==> src/rtl/microsequencer_pkg.sv <==
// rtl/microsequencer_pkg.sv - shared microcode word layout, fetch words and widths
package microsequencer_pkg;

  localparam int OP_BITS = 8;
  localparam int T_BITS  = 3;
  localparam int UA_BITS = OP_BITS + T_BITS;
  localparam int W_BITS  = 16;

  localparam logic [T_BITS-1:0] T_LAST = '1;

  // Word layout: [15] EO_bar, [14:12] out select, [11] NY, [10] PP, [7:4] in select
  localparam int EO_BAR_BIT  = 15;
  localparam int OUT_SEL_LSB = 12;
  localparam int IN_SEL_LSB  = 4;

  localparam logic [W_BITS-1:0] vEO = 16'h8000;
  localparam logic [W_BITS-1:0] vNY = 16'h0800;
  localparam logic [W_BITS-1:0] vPP = 16'h0400;

  localparam logic [W_BITS-1:0] vPO = 16'h0000;
  localparam logic [W_BITS-1:0] vMO = 16'h3000;
  localparam logic [W_BITS-1:0] vDO = 16'h1000;
  localparam logic [W_BITS-1:0] vAI = 16'h0020;
  localparam logic [W_BITS-1:0] vII = 16'h0040;
  localparam logic [W_BITS-1:0] vYI = 16'h0010;
  localparam logic [W_BITS-1:0] vDI = 16'h0030;

  localparam logic [W_BITS-1:0] FETCH0 = vEO | vPO | vAI;
  localparam logic [W_BITS-1:0] FETCH1 = vEO | vMO | vII | vPP;

  typedef enum logic [T_BITS-1:0] {
    T0 = 3'd0,
    T1 = 3'd1,
    T2 = 3'd2,
    T3 = 3'd3,
    T4 = 3'd4,
    T5 = 3'd5,
    T6 = 3'd6,
    T7 = 3'd7
  } tstate_e;

  function automatic logic [W_BITS-1:0] select_uinstr(
    input logic [T_BITS-1:0] t,
    input logic [W_BITS-1:0] rom_word
  );
    case (t)
      T0:      return FETCH0;
      T1:      return FETCH1;
      default: return rom_word;
    endcase
  endfunction

endpackage

==> src/rtl/microsequencer_tstate_counter.sv <==
// rtl/microsequencer_tstate_counter.sv - T-state counter with clear, hold and wrap detect
module tstate_counter
  import microsequencer_pkg::*;
(
  input  logic              clk,
  input  logic              reset_bar,
  input  logic              rt,
  input  logic              stall,
  output logic [T_BITS-1:0] t,
  output logic [T_BITS-1:0] t_next,
  output logic              wrap
);

  always_ff @(posedge clk or negedge reset_bar) begin
    if (!reset_bar) begin
      t <= '0;
    end else begin
      t <= t_next;
    end
  end

  // rt wins over the wrap, so a T7 that carries rt is a clean end of instruction
  always_comb begin
    t_next = t;
    wrap   = 1'b0;
    if (!stall) begin
      if (rt) begin
        t_next = '0;
      end else if (t == T_LAST) begin
        t_next = '0;
        wrap   = 1'b1;
      end else begin
        t_next = t + 1'b1;
      end
    end
  end

endmodule

==> src/rtl/microsequencer.sv <==
// rtl/microsequencer.sv - IR/T-state tracking, microcode ROM addressing and uinstr mux
module microsequencer
  import microsequencer_pkg::*;
(
  input  logic               clk,
  input  logic               reset_bar,
  input  logic [W_BITS-1:0]  bus_in,
  input  logic               ii_bar,
  input  logic               rt,
  input  logic               stall,
  output logic [UA_BITS-1:0] urom_addr,
  input  logic [W_BITS-1:0]  urom_data,
  output logic [W_BITS-1:0]  uinstr,
  output logic [T_BITS-1:0]  tstate,
  output logic [OP_BITS-1:0] ir,
  output logic               instr_start,
  output logic               ucode_err
);

  logic [T_BITS-1:0]  t_next;
  logic               wrap;
  logic [OP_BITS-1:0] ir_next;

  tstate_counter u_tstate_counter (
    .clk       (clk),
    .reset_bar (reset_bar),
    .rt        (rt),
    .stall     (stall),
    .t         (tstate),
    .t_next    (t_next),
    .wrap      (wrap)
  );

  always_comb begin
    ir_next = ir;
    if (!stall && !ii_bar) begin
      ir_next = bus_in[W_BITS-1 -: OP_BITS];
    end
  end

  always_ff @(posedge clk or negedge reset_bar) begin
    if (!reset_bar) begin
      ir        <= '0;
      ucode_err <= 1'b0;
    end else begin
      ir        <= ir_next;
      ucode_err <= wrap;
    end
  end

  // The ROM registers this address on the same edge that loads tstate/ir
  assign urom_addr   = {ir_next, t_next};
  assign uinstr      = select_uinstr(tstate, urom_data);
  assign instr_start = (tstate == T0);

endmodule

==> config.mk <==
export PLATFORM = sky130hd
export DESIGN_NAME = microsequencer
export DESIGN_NICKNAME = d
export VERILOG_FILES = /design/src/rtl/microsequencer_pkg.sv /design/src/rtl/microsequencer_tstate_counter.sv /design/src/rtl/microsequencer.sv
export SDC_FILE = /design/constraint.sdc
export NUM_CORES = 1
export LEC_CHECK = 0
export ABC_AREA = 1
export CAP_MARGIN = 20
export CORE_UTILIZATION = 25
export CTS_BUF_LIST = sky130_fd_sc_hd__clkbuf_2 sky130_fd_sc_hd__clkbuf_4 sky130_fd_sc_hd__clkbuf_8
export DETAILED_ROUTE_END_ITERATION = 10
export PLACE_DENSITY_LB_ADDON = 0.2
export SYNTH_ARGS = -nofsm -noshare
export SYNTH_HDL_FRONTEND = slang
export SYNTH_SLANG_ARGS = --single-unit
==> constraint.sdc <==
create_clock -name clk -period 1.24 [get_ports clk]
set_clock_uncertainty 0.15 [all_clocks]
set_input_delay 0.248 -clock clk [delete_from_list [all_inputs] [get_ports clk]]
set_output_delay 0.248 -clock clk [all_outputs]
set_load 0.005 [all_outputs]
Word level (Yosys, flattened, before mapping)
Cells that the tools add are included.
{"block": "word_totals", "output_inout_bits": 40, "ff_bits": 12, "in_bits": 37, "wordCells": 18}
{"block": "op_classes", "n_eq_ne": 2, "muxes": 8, "n_addsub": 1, "n_reduce_logical": 4}
{"op": "case mux 16 bit (2 select lines)", "n": 1}
{"op": "two-way mux 3 bit", "n": 3}
{"op": "two-way mux 8 bit", "n": 1}
{"op": "adder 3 x 1 -> 3 bit (second input constant)", "n": 1}
{"op": "== test 3 x 1 -> 1 bit (second input constant)", "n": 1}
{"op": "== test 3 bit (second input constant)", "n": 1}
{"op": "zero test 3 bit", "n": 1}
{"op": "two-way mux 1 bit", "n": 3}
{"op": "zero test 1 bit", "n": 2}
{"op": "logical AND 1 bit", "n": 1}

Depth between registers and ports, before layout
Gate-level depths: netlist (run 1).
{"block": "logic_depth", "ltp_word": 4, "ltp_mapped": 5, "mapped_depth_nobuf": 5}

Hierarchy
From an unflattened synthesis (run 1), not the netlist that was laid out.
{"block": "hier_totals", "hier_cells": 88, "hier_area_um2": 645.6}
{"module": "microsequencer", "cells_each": 71, "area_each_um2": 494.2, "seq_area_each_um2": 225.2, "instances": 1}
{"module": "tstate_counter", "cells_each": 17, "area_each_um2": 151.4, "seq_area_each_um2": 75.1, "instances": 1}

Least setup slack after synthesis (run 1)
OpenSTA, ideal clock, no wires.
{"block": "synth_timing", "path_kind": "reg-to-output", "start": "register u_tstate_counter.t[0]", "end": "output urom_addr[0]", "setup_slack_ps": -167, "arrival_time_ps": 1009, "t_required_ps": 842, "n_path_buf": 0, "stages_incl_launch_ff": 6, "cell_sequence": "dfrtp_1 -> ha_1 -> ha_1 -> nor2_1 -> nand2_1 -> nand2_1"}
{"block": "synth_between", "elab_chain_len": 4, "word_cells_on_any_way": 5, "classes_between": "add/sub: 1; eq/ne: 1; mux: 3"}
{"element": "start: declaration", "line_no": "microsequencer_tstate_counter.sv:9", "rtl": "output logic [T_BITS-1:0] t,"}
{"element": "start signal: assignment", "line_no": "microsequencer_tstate_counter.sv:18", "rtl": "t <= t_next;"}
{"element": "adder 3 x 1 -> 3 bit / == test 3 bit (equally long branches)", "line_no": "microsequencer_tstate_counter.sv:33, microsequencer_tstate_counter.sv:29"}
{"element": "two-way mux 3 bit", "line_no": "microsequencer_tstate_counter.sv:29", "rtl": "end else if (t == T_LAST) begin"}
{"element": "two-way mux 3 bit", "line_no": "microsequencer_tstate_counter.sv:27", "rtl": "if (rt) begin"}
{"element": "two-way mux 3 bit (*)", "line_no": "microsequencer_tstate_counter.sv:26", "rtl": "if (!stall) begin"}
{"element": "end: declaration", "line_no": "microsequencer.sv:11", "rtl": "output logic [UA_BITS-1:0] urom_addr,"}
Mark *: on every way between the ends. The rest lies on a longest branch, timed or not.

Worst setup path in the final report (run 1)
Same ends and word-level chain as after synthesis.

==> results.json, run 1 <==
{
  "postCtsHoldBufs": 0,
  "crit_type": "reg2out",
  "leakagePower_uw": 0.00106,
  "grt_setup_unrepaired": "yes",
  "clockRootBuffer": "clkbuf_4",
  "grt_pass1_vias": 1079,
  "p_clk_share_pct": 15.3,
  "cts_sinks": 12,
  "tightest_slew_ns": 0.217,
  "crit_fanout": 4,
  "drt_first_iter_violations": 10,
  "crit_family": "flip-flops",
  "first_pass_iters": 4,
  "synth.area.top_cells": "dfrtp_1, nand2_1, inv_1",
  "start_util_pct": 26.7,
  "drv_cap": 0,
  "ir_drop_mv": 1.10,
  "die_y_um": 53.7,
  "nets": 253,
  "synth_top_area_share_pct": 44.9,
  "n_antenna_cell": 0,
  "via_count": 1075,
  "finalHoldViolations": 0,
  "synth_cells": 94,
  "grt_util_met3_pct": 5.37,
  "fin_crit_sh_pct": 155,
  "critPathArrivalTime_ns": 1.52,
  "cts_htree_levels": 1,
  "slowest_delay_ns": 0.46,
  "clockBufferDepth": 2,
  "p_per_area_nw_per_um2": 1050,
  "grtUsageMet1_pct": 24.2,
  "synth_seq_area_share_pct": 44.9,
  "io_pins": 77,
  "layout-drive-gt1-share_pct": 64.0,
  "status": "finished with violations",
  "cts_buffers": 3,
  "swShare_pct": 35.3,
  "finalInstanceArea_um2": 2000,
  "worst_hold_path_type": "in2async",
  "dp_hpwl_um": 1750,
  "antenna_found_initial": 0,
  "cp-start-kind": "flop",
  "synth_cell_types": 10,
  "syn_area_per_cell_um2": 7.11,
  "place_area_um2": 1550,
  "gp_congestion": 0.733,
  "ant_nets": 0,
  "die-area_um2": 2880,
  "rows": 18,
  "busiest_layer": "met2",
  "numPlacedInstances": 202,
  "yosysWarningCount": 0,
  "synthesis.nets": 135,
  "wl_um": 3530,
  "crit_required_ns": 0.84,
  "grt_max_degree": 13,
  "setup_viol": 38,
  "grt_pass1_wl_um": 4820,
  "coreArea_um2": 2500,
  "relSlewSlack_pct": 85.5,
  "drcViolationCount": 0,
  "yosysTopAreaCell": "dfrtp_1",
  "cp_common_cell": "ha_4",
  "slowest_stage": "dfrtp_2",
  "stdcell_count": 241,
  "fmax_mhz": 520,
  "syn_to_final_growth_pct": 200,
  "track_usage_pct": 23.5,
  "die_w_um": 53.7,
  "path_cells": "buf_6 -> ha_4 -> ha_4 -> nor2_2 -> nand2_1 -> nand2_2 -> buf_2",
  "cts_tree": "done",
  "intPower_uw": 1360,
  "report.final.slew_viol_count": 0,
  "critPathCaptureType": "output port",
  "crit_buf_inv": 2,
  "switching_power_uw": 743,
  "violations": "negative setup slack",
  "io_buffers": 68,
  "wl_per_cell_um": 14.6,
  "path_clk_slew_ns": 0.09,
  "detail_route.vias_per_cell": 4.46,
  "combPwrFrac_pct": 62.2,
  "grt_overflow": 0,
  "p_seq_share_pct": 22.5,
  "ys_seq_elements": 12,
  "period_needed_ns": 1.92,
  "finalWorstSetupSlack_ns": -0.683,
  "clk_latency_ns": 0.28,
  "use_met2_pct": 46.9,
  "final.setup.tns_ns": -14.23,
  "syn_area_um2": 668
}
## what timing repair did
item	in CTS	in global routing
pin swaps	30	16
endpoints found under the hold margin	0	0
buffers inserted	33	4
cloned	2	0
endpoints found under the setup margin	40	40
resized for setup	220	45
## flip-flops by register name, summed over array words and instances, names as in the netlist
name                count
ir                      8
u_tstate_counter.t      3
ucode_err               1
## per-stage QoR
stage | hold slack [ns] | total power, µW | util, % | worst slack [ns]
5_1_grt | 0.126 | 2220 | 80.1 | -0.755
3_5_place_dp | 0.333 | 1300 | 62.0 | -0.850
3_3_place_gp | 0.336 | 1290 | 62.0 | -0.793
6_report | 0.113 | 2100 | 80.1 | -0.683
2_1_floorplan | -0.198 | 762 | - | -0.145
4_1_cts | 0.122 | 1900 | 74.3 | -0.687
## worst paths after layout
check / startpoint / to / slack, ns / cells after the start
max: u_tstate_counter.t[0] / urom_addr[0] / -0.68 / 7
min: reset_bar / ir[0] / 0.11 / 2
max reg2reg: u_tstate_counter.t[0] / u_tstate_counter.t[0] / -0.62 / 12
min reg2reg: ir[3] / ir[3] / 0.35 / 2
max in group asynchronous: reset_bar / ir[6] / 0.65 / 2
min in group clk: bus_in[10] / ir[2] / 0.14 / 3
## worst reg2reg max path: stages, from the launching register on
cell	delay (ns)
dfrtp_2	0.44
buf_6	0.12
ha_4	0.13
ha_4	0.13
nor2_2	0.03
nand2_1	0.07
nand2_2	0.06
buf_4	0.13
buf_6	0.10
buf_6	0.10
buf_6	0.10
buf_6	0.10
buf_6	0.10
## power groups by stage
stage          logic [µW]  clock network (µW)  registers (µW)
2_1_floorplan         285                   0             477
3_3_place_gp          818                   0             474
3_5_place_dp          829                   0             475
4_1_cts              1110                 317             470
5_1_grt              1400                 344             479
6_report             1310                 322             474
## final cells by class
cell class | instances | area [µm²]
Timing Repair Buffer | 111 | 980
Multi-Input combinational cell | 68 | 584
Fill cell | 156 | 497
Sequential cell | 12 | 303
Inverter | 16 | 62.6
Tap cell | 30 | 37.5
Clock buffer | 4 | 36.3
## layer usage
| metal | vias up | wire, µm | part of all wire (%) |
|---|---|---|---|
| met5 | - | 0 | 0 |
| met4 | 0 | 119 | 3.4 |
| met3 | 12 | 210 | 6.0 |
| met2 | 62 | 1960 | 56 |
| met1 | 491 | 1240 | 35 |
| li1 | 510 | - | - |
## cell families (layout without fill, tap and decap cells)
group	Yosys count	count (layout)	share of synthesized area [%]
flops	12	12	44.9
buf+inv	16	131	8.99
simple gates	62	64	38.6
fa+ha+maj	4	4	7.49
## cells in the mapped netlist (all sizes together)
cell type and number:
dfrtp 12, ha 4, inv 16, nand2 47, nand3b 1, nor2 13, nor3b 1
## cells in the final DEF, fill, tap and decap left out, drive strengths merged
| cell | instances |
|---|---|
| clkbuf | 6 |
| buf | 83 |
| clkdlybuf4s50 | 18 |
| nor3b | 1 |
| nor2 | 13 |
| nand2 | 49 |
| dfrtp | 12 |
| ha | 4 |
| dlygate4sd2 | 8 |
| inv | 16 |
| nand3b | 1 |
Power figures use the tool's default switching activity.
==> run 2, diff against run 1 <==
--- a/config.mk
+++ b/config.mk
@@ -7,10 +7,12 @@
 export LEC_CHECK = 0
 export ABC_AREA = 1
 export CAP_MARGIN = 20
-export CORE_UTILIZATION = 25
+export CORE_UTILIZATION = 24
 export CTS_BUF_LIST = sky130_fd_sc_hd__clkbuf_2 sky130_fd_sc_hd__clkbuf_4 sky130_fd_sc_hd__clkbuf_8
 export DETAILED_ROUTE_END_ITERATION = 10
 export PLACE_DENSITY_LB_ADDON = 0.2
+export RECOVER_POWER = 25
 export SYNTH_ARGS = -nofsm -noshare
 export SYNTH_HDL_FRONTEND = slang
+export SYNTH_HIERARCHICAL = 1
 export SYNTH_SLANG_ARGS = --single-unit
==> results.json, run 2 <==
{
  "worst_hold_path_type": "in2reg",
  "yosysWarningCount": 6,
  "path_clk_slew_ns": 0.08,
  "synth.most_common_cell": "nand2_1",
  "track_usage_pct": 23.1,
  "report.final.slew_viol_count": 0,
  "die_y_um": 53.9,
  "multi_input_area_um2": 424,
  "fmax_mhz": 553,
  "largest_reg_flops": 8,
  "grt_util_met3_pct": 6.50,
  "registers.top_by_ff_count": "ir",
  "stdcell_count": 240,
  "ir_drop_mv": 0.888,
  "final_util_pct": 76.4,
  "crit_type": "reg2out",
  "final.setup.tns_ns": -12.79,
  "clockBufferDepth": 2,
  "finalHoldViolations": 0,
  "numPlacedInstances": 198,
  "reg2reg_from": "u_tstate_counter/t[0]",
  "relSlewSlack_pct": 55.4,
  "violations": "negative setup slack",
  "synth_cell_types": 11,
  "antenna_found_initial": 0,
  "grt_pass1_wl_um": 4570,
  "tightest_slew_ns": 0.668,
  "top_regs": "ir (8), u_tstate_counter/t (3), ucode_err (1)",
  "layout_commonest_cell": "buf_6",
  "syn_to_final_growth_pct": 196,
  "syn_area_per_cell_um2": 7.34,
  "slowest_delay_ns": 0.43,
  "async_flop_share_pct": 100,
  "layout_common_cells": "buf_6, buf_2, clkdlybuf4s50_1",
  "start_util_pct": 25.8,
  "clockRootBuffer": "clkbuf_4",
  "power.total_uw": 1850,
  "detail_route.vias_per_cell": 4.40,
  "status": "finished with violations",
  "path_cells": "buf_6 -> buf_4 -> buf_6 -> o21ai_1 -> nand2_2 -> buf_2",
  "n_antenna_cell": 0,
  "fin_crit_sh_pct": 146,
  "nets": 250,
  "n_fill_cell": 182,
  "period_needed_ns": 1.81,
  "cp-start-kind": "flop",
  "finalWorstSetupSlack_ns": -0.569,
  "gp_congestion": 0.765,
  "busiest_layer": "met2",
  "first_pass_iters": 4,
  "coreArea_um2": 2500,
  "synth_top_area_share_pct": 46.5,
  "grtUsageMet1_pct": 21.4,
  "clk_latency_ns": 0.28,
  "reg2reg_slack_ns": -0.35,
  "cts_tree": "done",
  "grt_max_degree": 13,
  "ys.flop_type": "dfrtp_1",
  "whs_endpoint": "ir[0]",
  "via_count": 1057,
  "io_buffers": 68,
  "rr_endpoint": "u_tstate_counter/t[0]",
  "p_per_area_nw_per_um2": 966,
  "critPathArrivalTime_ns": 1.41,
  "synthesis.nets": 127,
  "grt_pass1_vias": 1035,
  "leakagePower_uw": 0.00103,
  "crit_required_ns": 0.84,
  "grt_overflow": 0,
  "drcViolationCount": 0,
  "dp_hpwl_um": 1720,
  "critPathCaptureType": "output port",
  "ant_nets": 0,
  "ff_latch_area_um2": 304,
  "hold_path_depth": 3,
  "reg2regPathDepth": 10,
  "layout-drive-gt1-share_pct": 65.7,
  "wl_per_cell_um": 12.8,
  "drv_cap": 0,
  "synth_seq_area_share_pct": 46.5,
  "min_from": "bus_in[8]",
  "use_met2_pct": 42.8,
  "synth.area.top_cells": "dfrtp_1, nand2_1, o21ai_0",
  "postCtsHoldBufs": 0,
  "slowest_stage": "dfrtp_2",
  "cts_htree_levels": 1,
  "synth_edf_count": 0,
  "wl_um": 3070,
  "grt_setup_unrepaired": "yes",
  "ys_seq_elements": 12,
  "die_w_um": 53.9,
  "pre_cts_ws_ns": -0.860,
  "cts_sinks": 12,
  "die-area_um2": 2900,
  "drt_first_iter_violations": 8,
  "yosysTopAreaCell": "dfrtp_1",
  "rows": 18,
  "io_pins": 77,
  "synth_common_cells": "nand2_1, o21ai_0, dfrtp_1, inv_1, nor2_1",
  "syn_area_um2": 646,
  "setup_viol": 39,
  "crit_fanout": 5,
  "cts_buffers": 3,
  "synth_cells": 88,
  "cp_common_cell": "buf_6"
}
==> run 2: changes by cell type after synthesis, moves of 2 or more <==
cell	before	now
nand2_1	43	32
nand2_2	3	0
inv_1	16	12
o21ai_0	0	13
ha_1	4	2
==> run 2: how the worst max path moves through the flow <==
stage	startpoint	endpoint	slack, ns	cells past startpoint
floorplan	u_tstate_counter/t[1]	urom_addr[2]	-0.15	4
global placement	stall	urom_addr[7]	-0.85	6
detailed placement	stall	urom_addr[7]	-0.86	6
CTS	u_tstate_counter/t[1]	uinstr[6]	-0.59	7
global route	u_tstate_counter/t[1]	uinstr[6]	-0.63	7
finish	u_tstate_counter/t[1]	uinstr[6]	-0.57	6
==> run 2: cell type report <==
class                   count  area share (%)
inverters                  12            2.36
multi-input cells          63            22.2
repair buffers            119            55.7
flip-flops and latches     12            15.9
well taps                  30            1.96
clock buffers               4            1.90
==> run 2: layer usage <==
layer	share of wire (%)	up-vias	wire length [µm]
li1	-	514	-
met1	31	482	952
met2	56	55	1720
met3	11	6	329
met4	2.2	0	69
met5	0	-	0
==> run 2: what timing repair did <==
item	in CTS	in global routing
setup buffers	45	7
gates cloned	1	0
endpoints found under the setup margin	40	42
gates resized for setup	225	47
pin swaps	12	13
==> run 2: stage by stage <==
stage	instance area [µm²]	hold slack, ns
2_1_floorplan	673	-0.198
3_3_place_gp	1490	0.360
3_5_place_dp	1490	0.361
4_1_cts	1880	0.103
5_1_grt	1910	0.0975
6_report	1910	0.0862
==> run 2: where the power goes <==
group          leakage, µW  switching (µW)  internal (µW)
Combinational     0.000860             384            655
Sequential        0.000148            43.2            437
Clock            0.0000210             146            179
==> run 2: cells by family (layout without fill, tap and decap cells) <==
kind of cell / count (synthesis) / count (layout) / synth area share [%]
flip-flops: 12 / 12 / 46.5
AND/OR/NAND/NOR: 48 / 48 / 30.8
buffers and inverters: 13 / 135 / 8.72
adder cells (fa/ha/maj): 2 / 2 / 3.88
AO/OA/AOI/OAI: 13 / 13 / 10.1
==> run 2: critical path: cells and delay by family (launching register included) <==
family,cells,cell delay (ns)
simple gates,1,0.06
buf+inv,4,0.51
compound gates,1,0.14
flops,1,0.43
==> run 3, diff against run 2 <==
--- a/config.mk
+++ b/config.mk
@@ -12,6 +12,7 @@
 export DETAILED_ROUTE_END_ITERATION = 10
 export PLACE_DENSITY_LB_ADDON = 0.2
 export RECOVER_POWER = 25
+export SETUP_SLACK_MARGIN = 0.05
 export SYNTH_ARGS = -nofsm -noshare
 export SYNTH_HDL_FRONTEND = slang
 export SYNTH_HIERARCHICAL = 1
==> results.json, run 3 (synthesis results as in run 2) <==
{
  "status": "finished with violations",
  "violations": "negative setup slack",
  "clockBufferDepth": 2,
  "layout_common_cells": "buf_6, buf_2, nand2_1",
  "coreArea_um2": 2500,
  "detail_route.vias_per_cell": 4.45,
  "finalWorstSetupSlack_ns": -0.594,
  "via_count": 1038,
  "leakagePower_uw": 0.000965,
  "rows": 18,
  "setup_viol": 38,
  "first_pass_iters": 4,
  "gp_congestion": 0.690,
  "grt_overflow": 0,
  "cp_common_cell": "buf_6",
  "postCtsHoldBufs": 0,
  "grt_max_degree": 13,
  "die_y_um": 53.9,
  "cp-start-kind": "flop",
  "critPathCaptureType": "output port",
  "crit_fanout": 5,
  "crit_family": "buffers and inverters",
  "tightest_slew_ns": 0.640,
  "registers.top_by_ff_count": "ir",
  "io_pins": 77,
  "cts_sinks": 12,
  "track_usage_pct": 19.4,
  "wl_um": 2870,
  "worst_hold_path_type": "in2reg",
  "layout-drive-gt1-share_pct": 55.7,
  "drv_cap": 0,
  "place_area_um2": 1500,
  "report.final.slew_viol_count": 0,
  "nets": 243,
  "n_fill_cell": 207,
  "crit_buf_inv": 4,
  "layout_commonest_cell": "buf_6",
  "syn_to_final_growth_pct": 173,
  "top_regs": "ir (8), u_tstate_counter/t (3), ucode_err (1)",
  "grt_setup_unrepaired": "yes",
  "finalInstanceArea_um2": 1760,
  "clk_latency_ns": 0.27,
  "cts_tree": "done",
  "path_clk_slew_ns": 0.07,
  "grt_pass1_vias": 948,
  "slowest_delay_ns": 0.43,
  "p_per_area_nw_per_um2": 991,
  "cts_htree_levels": 1,
  "fin_crit_sh_pct": 148,
  "drcViolationCount": 0,
  "grt_pass1_wl_um": 4040,
  "die-area_um2": 2900,
  "crit_type": "reg2out",
  "power.total_uw": 1740,
  "dp_hpwl_um": 1800,
  "ir_drop_mv": 0.743,
  "largest_reg_flops": 8,
  "critPathArrivalTime_ns": 1.44,
  "io_buffers": 68,
  "antenna_found_initial": 0,
  "period_needed_ns": 1.83,
  "finalHoldViolations": 0,
  "n_antenna_cell": 0,
  "relSlewSlack_pct": 57.3,
  "path_cells": "buf_6 -> nor2_4 -> buf_6 -> nand2_4 -> buf_6 -> nand2_1 -> buf_2",
  "slowest_stage": "dfrtp_2",
  "crit_required_ns": 0.84,
  "fmax_mhz": 545,
  "wl_per_cell_um": 12.3,
  "ant_nets": 0,
  "cts_buffers": 3,
  "drt_first_iter_violations": 12,
  "clockRootBuffer": "clkbuf_4",
  "start_util_pct": 25.8,
  "die_w_um": 53.9
}
==> run 3: cell types whose count changed in the layout (fill, tap and decap cells not counted), moves of 4 or more <==
cell	delta
nand2_1	+13
buf_6	-7
dlygate4sd2_1	+4
nand2_2	-13
o21ai_2	-4
o21ai_1	+4
==> run 3: tightest hold or removal path, stage by stage <==
cell and delay, ns:
dlygate4sd2_1 0.19, nand2_1 0.05, nand2_1 0.07
==> run 3: path summary, 6_finish.rpt <==
path | cells after the start | endpoint | slack, ns | startpoint
max reg2reg | 4 | u_tstate_counter/t[2] | 0.03 | u_tstate_counter/t[0]
min reg2reg | 2 | ir[1] | 0.39 | ir[1]
min | 3 | ir[1] | 0.17 | bus_in[9]
max in group asynchronous | 2 | u_tstate_counter/t[1] | 0.21 | reset_bar
min in group asynchronous | 2 | ir[5] | 0.28 | reset_bar
max | 7 | uinstr[6] | -0.59 | u_tstate_counter/t[1]
==> run 3: layer usage <==
metal  GRT usage (%)  wire (µm)  part of all wire (%)  up-vias
li1                -          -                     -      501
met3            3.95        246                   8.6        2
met5               0          0                     0        -
met1            19.2        997                    35      485
met2            39.5       1610                    56       50
met4            5.26         21                  0.73        0
==> run 3: metrics by stage <==
| stage | utilization (%) | setup TNS [ns] | cells | hold WS [ns] | worst slack [ns] |
|---|---|---|---|---|---|
| finish | 70.4 | -12.18 | 233 | 0.173 | -0.594 |
| CTS | 69.5 | -12.34 | 235 | 0.120 | -0.573 |
| global route | 70.4 | -14.36 | 233 | 0.196 | -0.655 |
| floorplan | - | -0.282 | 88 | -0.198 | -0.146 |
| detailed placement | 60.1 | -21.97 | 201 | 0.365 | -0.873 |
| global placement | 60.1 | -21.54 | 201 | 0.351 | -0.830 |
==> run 3: area by class of cell <==
class	instances	area, µm²	share of cell area, %
timing repair buffer	112	970	55.1
tap	30	37.5	2.13
multi-input combinational	63	374	21.3
sequential	12	304	17.3
clock buffer	4	30.0	1.71
inverter	12	45.0	2.56
==> run 3: where the power goes <==
part	internal [µW]	total, µW	switching (µW)
Clock	146	276	129
Sequential	437	477	40.0
Combinational	621	992	370
Total	1210	1740	539
==> run 3: timing repair <==
action                                  in CTS  in global routing
endpoints found under the setup margin      43                 44
gates cloned                                 1                  0
gates resized for setup                    224                 21
setup buffers                               31                  5
pin swaps                                   18                 13
hold endpoints to repair                     0                  0
